==> config.mk <==
export PLATFORM = sky130hd
export DESIGN_NAME = pipeline_if_id_hazard
export DESIGN_NICKNAME = d
export VERILOG_FILES = /design/src/rtl/pipeline_if_id_hazard.sv
export SDC_FILE = /design/constraint.sdc
export NUM_CORES = 1
export LEC_CHECK = 0
export CAP_MARGIN = 10
export CORE_MARGIN = 4
export CORE_UTILIZATION = 46
export DETAILED_ROUTE_END_ITERATION = 16
export GPL_TIMING_DRIVEN = 0
export PLACE_DENSITY = 0.8
export SYNTH_ARGS = -nofsm -noshare
export SYNTH_HDL_FRONTEND = slang
export SYNTH_SLANG_ARGS = --single-unit
==> constraint.sdc <==
create_clock -name clk -period 7.75 [get_ports clk]
set_input_delay 2.325 -clock clk [delete_from_list [all_inputs] [get_ports clk]]
set_output_delay 2.325 -clock clk [all_outputs]
set_load 0.03 [all_outputs]
==> src/rtl/pipeline_if_id_hazard.sv <==
// IF/ID pipeline register with hazard control: branch flush, precise interrupt
// acceptance, load-use stall, jump slot discard, and saturating perf counters.
module pipeline_if_id_hazard (
   input  logic        clk,
   input  logic        reset,
   input  logic [31:0] IF_PC,
   input  logic [31:0] IF_Instr,
   input  logic        ID_EX_MemRead,
   input  logic [4:0]  ID_EX_Rt,
   input  logic        EX_BranchTaken,
   input  logic        irq,
   output logic        PCWrite,
   output logic [31:0] IF_ID_PC,
   output logic [31:0] IF_ID_PCplus4,
   output logic [31:0] IF_ID_Instr,
   output logic        IF_ID_Valid,
   output logic        ID_EX_Flush,
   output logic        Int_Take,
   output logic [31:0] EPC,
   output logic [15:0] StallCnt,
   output logic [15:0] FlushCnt
);

   localparam int unsigned XLEN   = 32;
   localparam int unsigned CNTW   = 16;
   localparam logic [XLEN-1:0] RESET_PC = 32'h8000_0000;
   localparam logic [CNTW-1:0] CNT_MAX  = 16'hFFFF;

   typedef enum logic [2:0] {
      ACT_NORMAL,
      ACT_BRANCH,
      ACT_INT,
      ACT_STALL,
      ACT_JUMP
   } action_e;

   action_e          action;
   logic             irq_pending;
   logic             jump;
   logic             load_use;
   logic [5:0]       opcode;
   logic [5:0]       funct;
   logic [XLEN-1:0]  if_pcplus4;

   // Kernel-mode bit 31 is carried through untouched by the increment.
   assign if_pcplus4 = {IF_PC[31], IF_PC[30:0] + 31'd4};

   // Hazard detection and event priority resolution.
   always_comb begin
      opcode   = IF_ID_Instr[31:26];
      funct    = IF_ID_Instr[5:0];
      jump     = 1'b0;
      load_use = 1'b0;
      Int_Take = 1'b0;
      action   = ACT_NORMAL;

      jump = IF_ID_Valid &&
             ((opcode == 6'h02) || (opcode == 6'h03) ||
              ((opcode == 6'h00) && ((funct == 6'h08) || (funct == 6'h09))));

      load_use = IF_ID_Valid && ID_EX_MemRead && (ID_EX_Rt != 5'd0) &&
                 ((ID_EX_Rt == IF_ID_Instr[25:21]) || (ID_EX_Rt == IF_ID_Instr[20:16]));

      Int_Take = irq_pending && IF_ID_Valid && !IF_ID_PC[31] && !EX_BranchTaken;

      if (EX_BranchTaken)  action = ACT_BRANCH;
      else if (Int_Take)   action = ACT_INT;
      else if (load_use)   action = ACT_STALL;
      else if (jump)       action = ACT_JUMP;
   end

   assign PCWrite     = (action != ACT_STALL);
   assign ID_EX_Flush = (action == ACT_BRANCH) || (action == ACT_INT) || (action == ACT_STALL);

   // IF/ID stage registers, interrupt bookkeeping and counters.
   always_ff @(posedge clk or posedge reset) begin
      if (reset) begin
         IF_ID_PC      <= RESET_PC;
         IF_ID_PCplus4 <= '0;
         IF_ID_Instr   <= '0;
         IF_ID_Valid   <= 1'b0;
         EPC           <= '0;
         irq_pending   <= 1'b0;
         StallCnt      <= '0;
         FlushCnt      <= '0;
      end else begin
         // A new request in the acceptance cycle must not be lost.
         irq_pending <= irq | (irq_pending & ~Int_Take);

         case (action)
            ACT_STALL: begin
               if (StallCnt != CNT_MAX) StallCnt <= StallCnt + CNTW'(1);
            end
            ACT_BRANCH, ACT_INT, ACT_JUMP: begin
               IF_ID_PC      <= '0;
               IF_ID_PCplus4 <= '0;
               IF_ID_Instr   <= '0;
               IF_ID_Valid   <= 1'b0;
               if (action == ACT_INT) EPC <= IF_ID_PC;
               if (FlushCnt != CNT_MAX) FlushCnt <= FlushCnt + CNTW'(1);
            end
            default: begin
               IF_ID_PC      <= IF_PC;
               IF_ID_PCplus4 <= if_pcplus4;
               IF_ID_Instr   <= IF_Instr;
               IF_ID_Valid   <= 1'b1;
            end
         endcase
      end
   end

endmodule

After elaboration in Yosys (flattened, before gate mapping):

Index checks and enable logic that the tools add are counted.

* add/subtract/negate cells: 3
* eq/ne operators: 13
* muxes and demuxes: 8
* bitwise logic cells: 3
* reductions and logical operators: 22

Operators by type and width (number)
* case mux 32 bit (2 select lines): 3
* adder 16 x 1 -> 16 bit, second input constant: 2
* inequality test 16 bit, second input constant: 2
* adder 31 x 3 -> 31 bit, second input constant: 1
* == test 6 x 2 -> 1 bit, second input constant: 2
* == test 6 x 4 -> 1 bit, second input constant: 2
* 2-to-1 mux 3 bit: 4
* == test 5 bit: 2
* logical AND 1 bit: 8
* == test 3 x 2 -> 1 bit, second input constant: 2
* logical NOT 6 bit: 1
* logical OR 1 bit: 6
* AND reduction 2 bit: 3
* nonzero test 5 bit: 1
* == test 3 x 1 -> 1 bit, second input constant: 1
* == test 3 bit, second input constant: 1
* inequality test 3 x 2 -> 1 bit, second input constant: 1
* OR reduction 3 bit: 1
* logical NOT 1 bit: 2
* case mux 1 bit (2 select lines): 1
* bitwise AND 1 bit: 1
* NOT 1 bit: 1
* OR 1 bit: 1

* register bits after elaboration: 162

Logic depth before layout (Yosys ltp):

Gate-level depths: netlist of the first run.

* depth in word-level cells: 12
* mapped depth: 10
* depth with buffers taken out: 7

Worst setup path after synthesis of the first run:

OpenSTA, ideal clock, no wires.

* path type: input port to output port
* from: input ID_EX_Rt[0]
* to: output PCWrite
* data arrival time: 3542 ps
* required time: 5425 ps
* slack: 1883 ps
* cell stages on the path: 6
* cell sequence: or4_1 o21ai_1 nor2_1 and2_1 buf_6 inv_1

* longest elaborated chain between the ends: 7
* elaborated cells between the ends (all ways): 10

Ends and longest elaborated chain
* start: declaration: line 9 `input logic [4:0] ID_EX_Rt,`
* == test 5 bit / nonzero test 5 bit (equally long branches): line 62, 61
* logical OR 1 bit / logical AND 1 bit (equally long branches): line 62, 61
* logical AND 1 bit *: line 61 `load_use = IF_ID_Valid && ID_EX_MemRead && (ID_EX_Rt != 5'd0) &&`
* 2-to-1 mux 3 bit *: line 68 `else if (load_use) action = ACT_STALL;`
* 2-to-1 mux 3 bit *: line 67 `else if (Int_Take) action = ACT_INT;`
* 2-to-1 mux 3 bit *: line 66 `if (EX_BranchTaken) action = ACT_BRANCH;`
* inequality test 3 x 2 -> 1 bit *: line 72 `assign PCWrite = (action != ACT_STALL);`
* end: declaration: line 12 `output logic PCWrite,`

Every way passes the cells marked *; elsewhere a longest branch is shown, timed or not.

Worst setup path in the final report of the first run:

* from: input EX_BranchTaken
* to: output Int_Take

* longest elaborated chain between the ends: 2

Ends and longest elaborated chain
* start: declaration: line 10 `input logic EX_BranchTaken,`
* logical NOT 1 bit: line 64 `Int_Take = irq_pending && IF_ID_Valid && !IF_ID_PC[31] && !EX_BranchTaken;`
* logical AND 1 bit: line 64
* end: declaration: line 18 `output logic Int_Take,`

No other way between the ends.

==> results of run 1 <==
==> Yosys cell counts, types with 3 or more instances <==
master	n
and3_1	9
buf_4	4
buf_6	3
xnor2_1	35
nor4_2	6
nand4_1	17
buf_2	12
and2_1	6
and4_1	5
dfrtp_1	159
nor3_1	6
nand3_1	23
ha_1	3
mux2_2	34
nand2_1	187
o21ai_0	65
inv_1	11
clkbuf_1	25
nor2_1	12
o31ai_1	29
xor2_1	29
nor3b_2	3
==> registers in the layout (all words and copies together), names as in the netlist <==
name           flops
EPC               32
FlushCnt          16
IF_ID_Instr       32
IF_ID_PC          32
IF_ID_PCplus4     30
IF_ID_Valid        1
StallCnt          16
irq_pending        1
==> report_power, final <==
| part | internal [W] | total (W) | leakage [nW] | switching [W] |
|---|---|---|---|---|
| registers | 0.00106 | 0.00122 | 2.09 | 0.000161 |
| clock network | 0.000514 | 0.000843 | 0.290 | 0.000329 |
| logic | 0.000606 | 0.00146 | 2.02 | 0.000856 |
| total | 0.00218 | 0.00353 | 4.40 | 0.00135 |
==> worst reg2reg max path: stages (launching register included) <==
cell	delay, ns
dfstp_2	0.39
nand2b_1	0.24
nor3b_1	1.03
clkbuf_1	0.55
mux2_2	0.41
==> metrics by stage <==
step / power (W) / worst slack, ns / TNS, ns / hold WS [ns] / utilization, %
2_1_floorplan: 0.00204 / 1.11 / 0 / 0.502 / -
3_3_place_gp: 0.00268 / -1.13 / -177.05 / 0.459 / 64.4
3_5_place_dp: 0.00271 / 0.226 / 0 / 0.466 / 64.6
4_1_cts: 0.00355 / 0.215 / 0 / 0.480 / 68.6
5_1_grt: 0.00369 / 0.113 / 0 / 0.489 / 68.6
6_report: 0.00353 / 0.231 / 0 / 0.481 / 68.6
==> per-layer routing <==
| layer | track usage, % | wire length (um) |
|---|---|---|
| met5 | 0 | 0 |
| met4 | 8.74 | 639 |
| met3 | 6.53 | 1290 |
| met2 | 37.3 | 9900 |
| met1 | 31.5 | 9040 |
==> worst max-delay path by stage <==
stage | startpoint | endpoint | slack [ns] | cells after the start
6_report | EX_BranchTaken | Int_Take | 0.23 | 4
5_1_grt | EX_BranchTaken | Int_Take | 0.11 | 4
4_1_cts | EX_BranchTaken | Int_Take | 0.21 | 4
3_5_place_dp | EX_BranchTaken | Int_Take | 0.23 | 4
3_3_place_gp | reset | EPC[20] | -1.13 | 2
2_1_floorplan | reset | EPC[0] | 1.11 | 1
==> cells by family (layout without fill, tap and decap cells) <==
group / Yosys count / count (layout) / share of synthesized area [%]
buffers and inverters: 55 / 323 / 3.56
flip-flops: 160 / 160 / 55.0
multiplexers: 35 / 35 / 5.47
adder cells (fa/ha/maj): 3 / 3 / 0.516
XOR/XNOR: 64 / 64 / 7.70
AND/OR/NAND/NOR: 291 / 291 / 19.1
AO/OA/AOI/OAI: 105 / 105 / 8.63
==> area by class of cell <==
type	count	area [sq um]
timing repair buffer	237	2390
sequential	160	4010
clock inverter	9	106
buffer	44	218
fill	1191	4830
clock buffer	22	494
tap	211	264
inverter	11	48.8
multi-input combinational	498	3010
==> metrics.md, run 1 <==
| Metric | Value |
|---|---|
| Hold Buf Count CTS | 0 |
| CTS root buf | clkbuf_16 |
| Post-detail-place hpwl | 15.6 mm |
| CTS Buffer Depth | 2 |
| ANT cells | 0 |
| Status | finished, final reports clean |
| Total grt overflow | 0 |
| Ys Warns | 0 |
| Mapped Area | 0.00728 sq mm |
| Count of cell types in the netlist | 45 |
| Final Hold Fails | 0 |
| Synthesized Nets | 790 |
| Max Slew Vio Count | 0 |
| Vias in the first global route | 6263 |
| Total CTS buffers | 17 |
| Setup crit start kind | input port |
| Gpl congestion | 0.876 |
| Setup Fix Bufs, Post-CTS | 0 |
| Slowest stage delay, CP | 1.02 ns |
| RSZ-0062 raised after global routing | no |
| Layout Cells excl Fill | 1192 |
| # DRC | 0 |
| Placed Cells incl. Taps | 1161 |
| Largest net degree at the start of global routing | 92 |
| H-Tree Depth | 4 |
| Post-synth top area cell | dfrtp_1 |
| Die area | 0.0179 sq mm |
| Reg-to-reg critical path endpoint | EPC[4] |
| Initial DRC count | 424 |
| Avg Cell Area, Syn | 10.2 sq um |
| FMAX | 133 MHz |
| Worst Path Max Fanout | 10 |
| Min-Delay Path Class | flip-flop to flip-flop |
| Peak VDD IR | 212 uV |
| Seq cells post-synth | 160 |
| Nets@finish | 1046 |
| Ys flop type | dfrtp_1 |
| Cell count of the worst reg-to-reg path | 4 |
| DR vias | 6087 |
| Commonest non-fill, non-tap cells in the layout | 236 x clkdlybuf4s50_1, 187 x nand2_1, 159 x dfrtp_1 |
| R2R setup slack | 5.03 ns |
| Post-DRT Antenna Nets | 0 |
| Max-Cap Viols | 0 |
| CTS resizes | 0 |
| Area growth syn-to-layout | 44.8% |
| WP data arrival | 5.19 ns |
| Starting Density | 47.3% |
| CTS tree | built |
| Worst path cell trace | clkdlybuf4s50_1 > nor3b_1 > clkbuf_1 > clkdlybuf4s50_1 |
| Final period utilization | 97.0% |
| Worst Hold Depth | 2 |
| Clk sinks | 160 |
| Worst path bufs/invs | 3 |
| Worst Hold Endpoint | IF_ID_PCplus4[29] |
| Hold Startpoint | IF_ID_PCplus4[29] |
| DR pass1 iterations | 5 |
| Rel. slew slack | 17.4% |
| Initial antenna violation count | 0 |
| First-pass GRT wire length | 33.7 mm |
| Clk Latency, worst-skew pair | 0.41 ns |
| Power Dens Cells | 335 mW/mm^2 |
| Share of layout cells above drive strength 1 | 10.6% |
| Required @ worst endpoint | 5.43 ns |
| Post-synth EDFFs | 0 |
| Worst Path Class, Setup | input port to output port |
| Worst r2r src | IF_ID_PC[31] |
| Setup Viol. Count Final | 0 |
| Crit end category | output port |
| Slowest cell on crit path | nor3b_1 |
| # rows | 45 |
| Clock transition at path regs | 0.06 ns |
| Area fraction of the dominant cell type after synthesis | 54.7% |
| Clock skew | 0.00989 ns |
| Cell repeated most along the worst path | clkdlybuf4s50_1 |
| Ports | 238 |
| Die X | 134 um |
| DIE HEIGHT | 134 um |
| Routed vias/inst | 5.11 |
| Crit path max-delay family | buffers and inverters |
| Register area share after synthesis | 55.0% |
| Dpl cell area | 0.00994 sq mm |
| Cell area after layout | 0.0105 sq mm |
| Core area | 0.0154 sq mm |
| IO Port Bufs | 236 |
| FFs w/ async S/R, synth | 100% |
| Commonest non-fill, non-tap cell in the layout | clkdlybuf4s50_1 |
| Total GRT Usage | 23.7% |
| Final min period | 7.52 ns |
| Ranking of synthesized cells by area | dfrtp_1 55%, nand2_1 9.6%, mux2_2 5.3% |
| WL final | 20.9 mm |
| Worst Tran Pin Value | 1.24 ns |
| Synth Instances | 713 |
| P_leak | 4.40 nW |
| DR WL/cell | 17.5 um |
Note: power is estimated with default switching activity, not from simulation.
==> run 2: changes to the inputs <==
- CORE_MARGIN: 4 -> 10
- REMOVE_ABC_BUFFERS: default -> 1
==> run 2 against run 1 <==
Against the previous run:
- clock skew fell by 0.0017 ns
- sequential cell count unchanged
- fmax grew 4.5%
- largest cell class unchanged
==> metrics.md, run 2 (same netlist as run 1, synthesis figures left out) <==
| Metric | Value |
|---|---|
| Total power | 0.00355 W (+0.83%) |
| Rel. slew slack | 44.2% (+27 points) |
| Area growth syn-to-layout | 44.5% |
| Commonest non-fill, non-tap cell in the layout | clkdlybuf4s50_1 |
| Cell area after layout | 0.0105 sq mm (-0.25%) |
| Starting Density | 47.3% (unchanged) |
| Clock skew | 0.00817 ns (-0.00171 ns) |
| Die area | 0.0212 sq mm (+19%) |
| Post-detail-place hpwl | 15.0 mm (-4.0%) |
| # fillers | 1186 (-0.42%) |
| Layout Utilization | 68.4% (-0.17 points) |
| Post-place setup slack | -0.0614 ns (-0.287 ns) |
| Register area | 0.00401 sq mm (unchanged) |
| Cell repeated most along the worst path | buf_16 |
| Gpl congestion | 0.797 (-9.0%) |
| Max-Cap Viols | 0 (unchanged) |
| Min-Delay Path Class | flip-flop to flip-flop |
| Vias in the first global route | 5891 (-5.9%) |
| Clock transition at path regs | 0.06 ns (about the same) |
| Clk network pwr share | 24.0% (about the same) |
| Sw Share | 38.9% (+0.68 points) |
| Worst Path Class, Setup | input port to output port |
| DR vias | 6018 (-1.1%) |
| IO Port Bufs | 237 (+0.42%) |
| Status | finished, final reports clean |
| Hold Buf Count CTS | 0 (unchanged) |
| Slowest stage delay, CP | 0.55 ns (-0.47 ns) |
| CTS tree | built |
| Worst path cell trace | clkdlybuf4s50_1 > or4_1 > o21ai_1 > nor2_1 > and2_4 > buf_16 > buf_16 > inv_1 > dlymetal6s2s_1 |
| Core area | 0.0154 sq mm (unchanged) |
| Die X | 146 um (+9.0%) |
| Biggest regs | EPC (32), IF_ID_Instr (32), IF_ID_PC (32) |
| Slowest cell on crit path | or4_1 |
| Initial DRC count | 377 (-11%) |
| DIE HEIGHT | 146 um (+9.0%) |
| Setup Viol. Count Final | 0 (unchanged) |
| P_leak | 4.35 nW (-1.2%) |
| # rows | 45 (unchanged) |
| Hold_ws | 0.477 ns (-0.00420 ns) |
| CTS root buf | clkbuf_16 |
| Commonest non-fill, non-tap cells in the layout | 236 x clkdlybuf4s50_1, 186 x nand2_1, 159 x dfrtp_1 |
| First-pass GRT wire length | 33.7 mm (-0.20%) |
| Nets@finish | 1013 (-3.2%) |
| RSZ-0062 raised after global routing | no |
| Total CTS buffers | 17 (unchanged) |
| Initial antenna violation count | 0 (unchanged) |
| Total grt overflow | 0 (unchanged) |
| Post-DRT Antenna Nets | 0 (unchanged) |
| Final min period | 7.19 ns (-0.327 ns) |
| Routed vias/inst | 5.19 (+1.6%) |
| Share of layout cells above drive strength 1 | 10.5% (-0.064 points) |
| Multi-input logic area | 0.00305 sq mm (+1.3%) |
| Peak VDD IR | 254 uV (+20%) |
| Crit end category | output port |
| Setup WS post-layout | 0.558 ns (+0.327 ns) |
| Power Dens Cells | 338 mW/mm^2 (+1.1%) |
| CTS Buffer Depth | 2 (unchanged) |
| Final period utilization | 92.8% (-4.2 points) |
| ANT cells | 0 (unchanged) |
| Ports | 238 (unchanged) |
| Dpl cell area | 0.00988 sq mm (-0.62%) |
| Sequential share of power | 34.2% (-0.4 points) |
| Gate power share | 41.8% (+0.3 points) |
| Required @ worst endpoint | 5.43 ns (about the same) |
| Largest net degree at the start of global routing | 91 (-1.1%) |
| Max Slew Vio Count | 0 (unchanged) |
| # DRC | 0 (unchanged) |
| WP data arrival | 4.87 ns (-0.32 ns) |
| Clk Latency, worst-skew pair | 0.42 ns (about the same) |
| DR pass1 iterations | 5 (unchanged) |
| H-Tree Depth | 4 (unchanged) |
| Worst Path Max Fanout | 67 (+57) |
| Psw | 0.00138 W (+2.6%) |
| Total GRT Usage | 19.4% (-4.3 points) |
| Worst Tran Pin Value | 0.837 ns (-0.399 ns) |
| Internal cell power | 0.00217 W (-0.28%) |
| WL final | 21.0 mm (+0.79%) |
| Clk sinks | 160 (unchanged) |
| FMAX | 139 MHz (+4.5%) |
| Setup crit start kind | input port |
| DR WL/cell | 18.1 um (+3.6%) |
| Final Hold Fails | 0 (unchanged) |
==> run 2: layout make-up <==
type	count	area share, %
Clock inverter	13	1.44
Multi-Input combinational cell	501	29.0
Inverter	11	0.464
Timing Repair Buffer	245	24.2
Clock buffer	19	4.31
Sequential cell	160	38.1
Tap cell	211	2.51
==> run 2: power by group through the flow <==
stage	registers (W)	logic, W	clock network (W)
global route	0.00125	0.00158	0.000907
floorplan	0.00166	0.000360	0
finish	0.00122	0.00149	0.000853
CTS	0.00122	0.00151	0.000869
global placement	0.00122	0.00146	0
detailed placement	0.00123	0.00150	0
==> run 2: critical path, delay by kind of cell <==
family	cells	cell delay (ns)
buffers and inverters	5	1.44
and+or+nand+nor	3	0.90
AOI/OAI and AO/OA	1	0.17
==> run 2: worst paths after layout <==
| check | startpoint | end | slack, ns | cells past startpoint |
|---|---|---|---|---|
| max | ID_EX_Rt[0] | PCWrite | 0.56 | 9 |
| min | IF_ID_PCplus4[6] | IF_ID_PCplus4[6] | 0.48 | 2 |
| max reg2reg | IF_ID_Instr[1] | FlushCnt[1] | 4.65 | 7 |
| min reg2reg | IF_ID_PCplus4[6] | IF_ID_PCplus4[6] | 0.48 | 2 |
| max in group asynchronous | reset | IF_ID_PC[31] | 4.54 | 3 |
| min in group asynchronous | reset | EPC[10] | 2.37 | 2 |
==> run 2: metal layers <==
metal | track usage (%) | wire [um] | share of wire [%] | vias to the layer above
li1 | - | - | - | 2870
met1 | 24.5 | 8750 | 42 | 2926
met2 | 30.6 | 10300 | 49 | 204
met3 | 7.14 | 1790 | 8.5 | 18
met4 | 5.21 | 224 | 1.1 | 0
met5 | 0 | 0 | 0 | -
==> run 2: timing repair <==
item                       CTS  global route
pin swaps                    1             1
setup buffers                0             0
resized for setup            0             2
cloned                       1             2
setup endpoints to repair    1             1
==> run 2: stage by stage <==
stage               setup TNS (ns)  instances
floorplan                    -2.60        669
CTS                              0       1158
global placement           -361.07       1117
finish                           0       1160
global route                     0       1160
detailed placement         -0.0614       1125
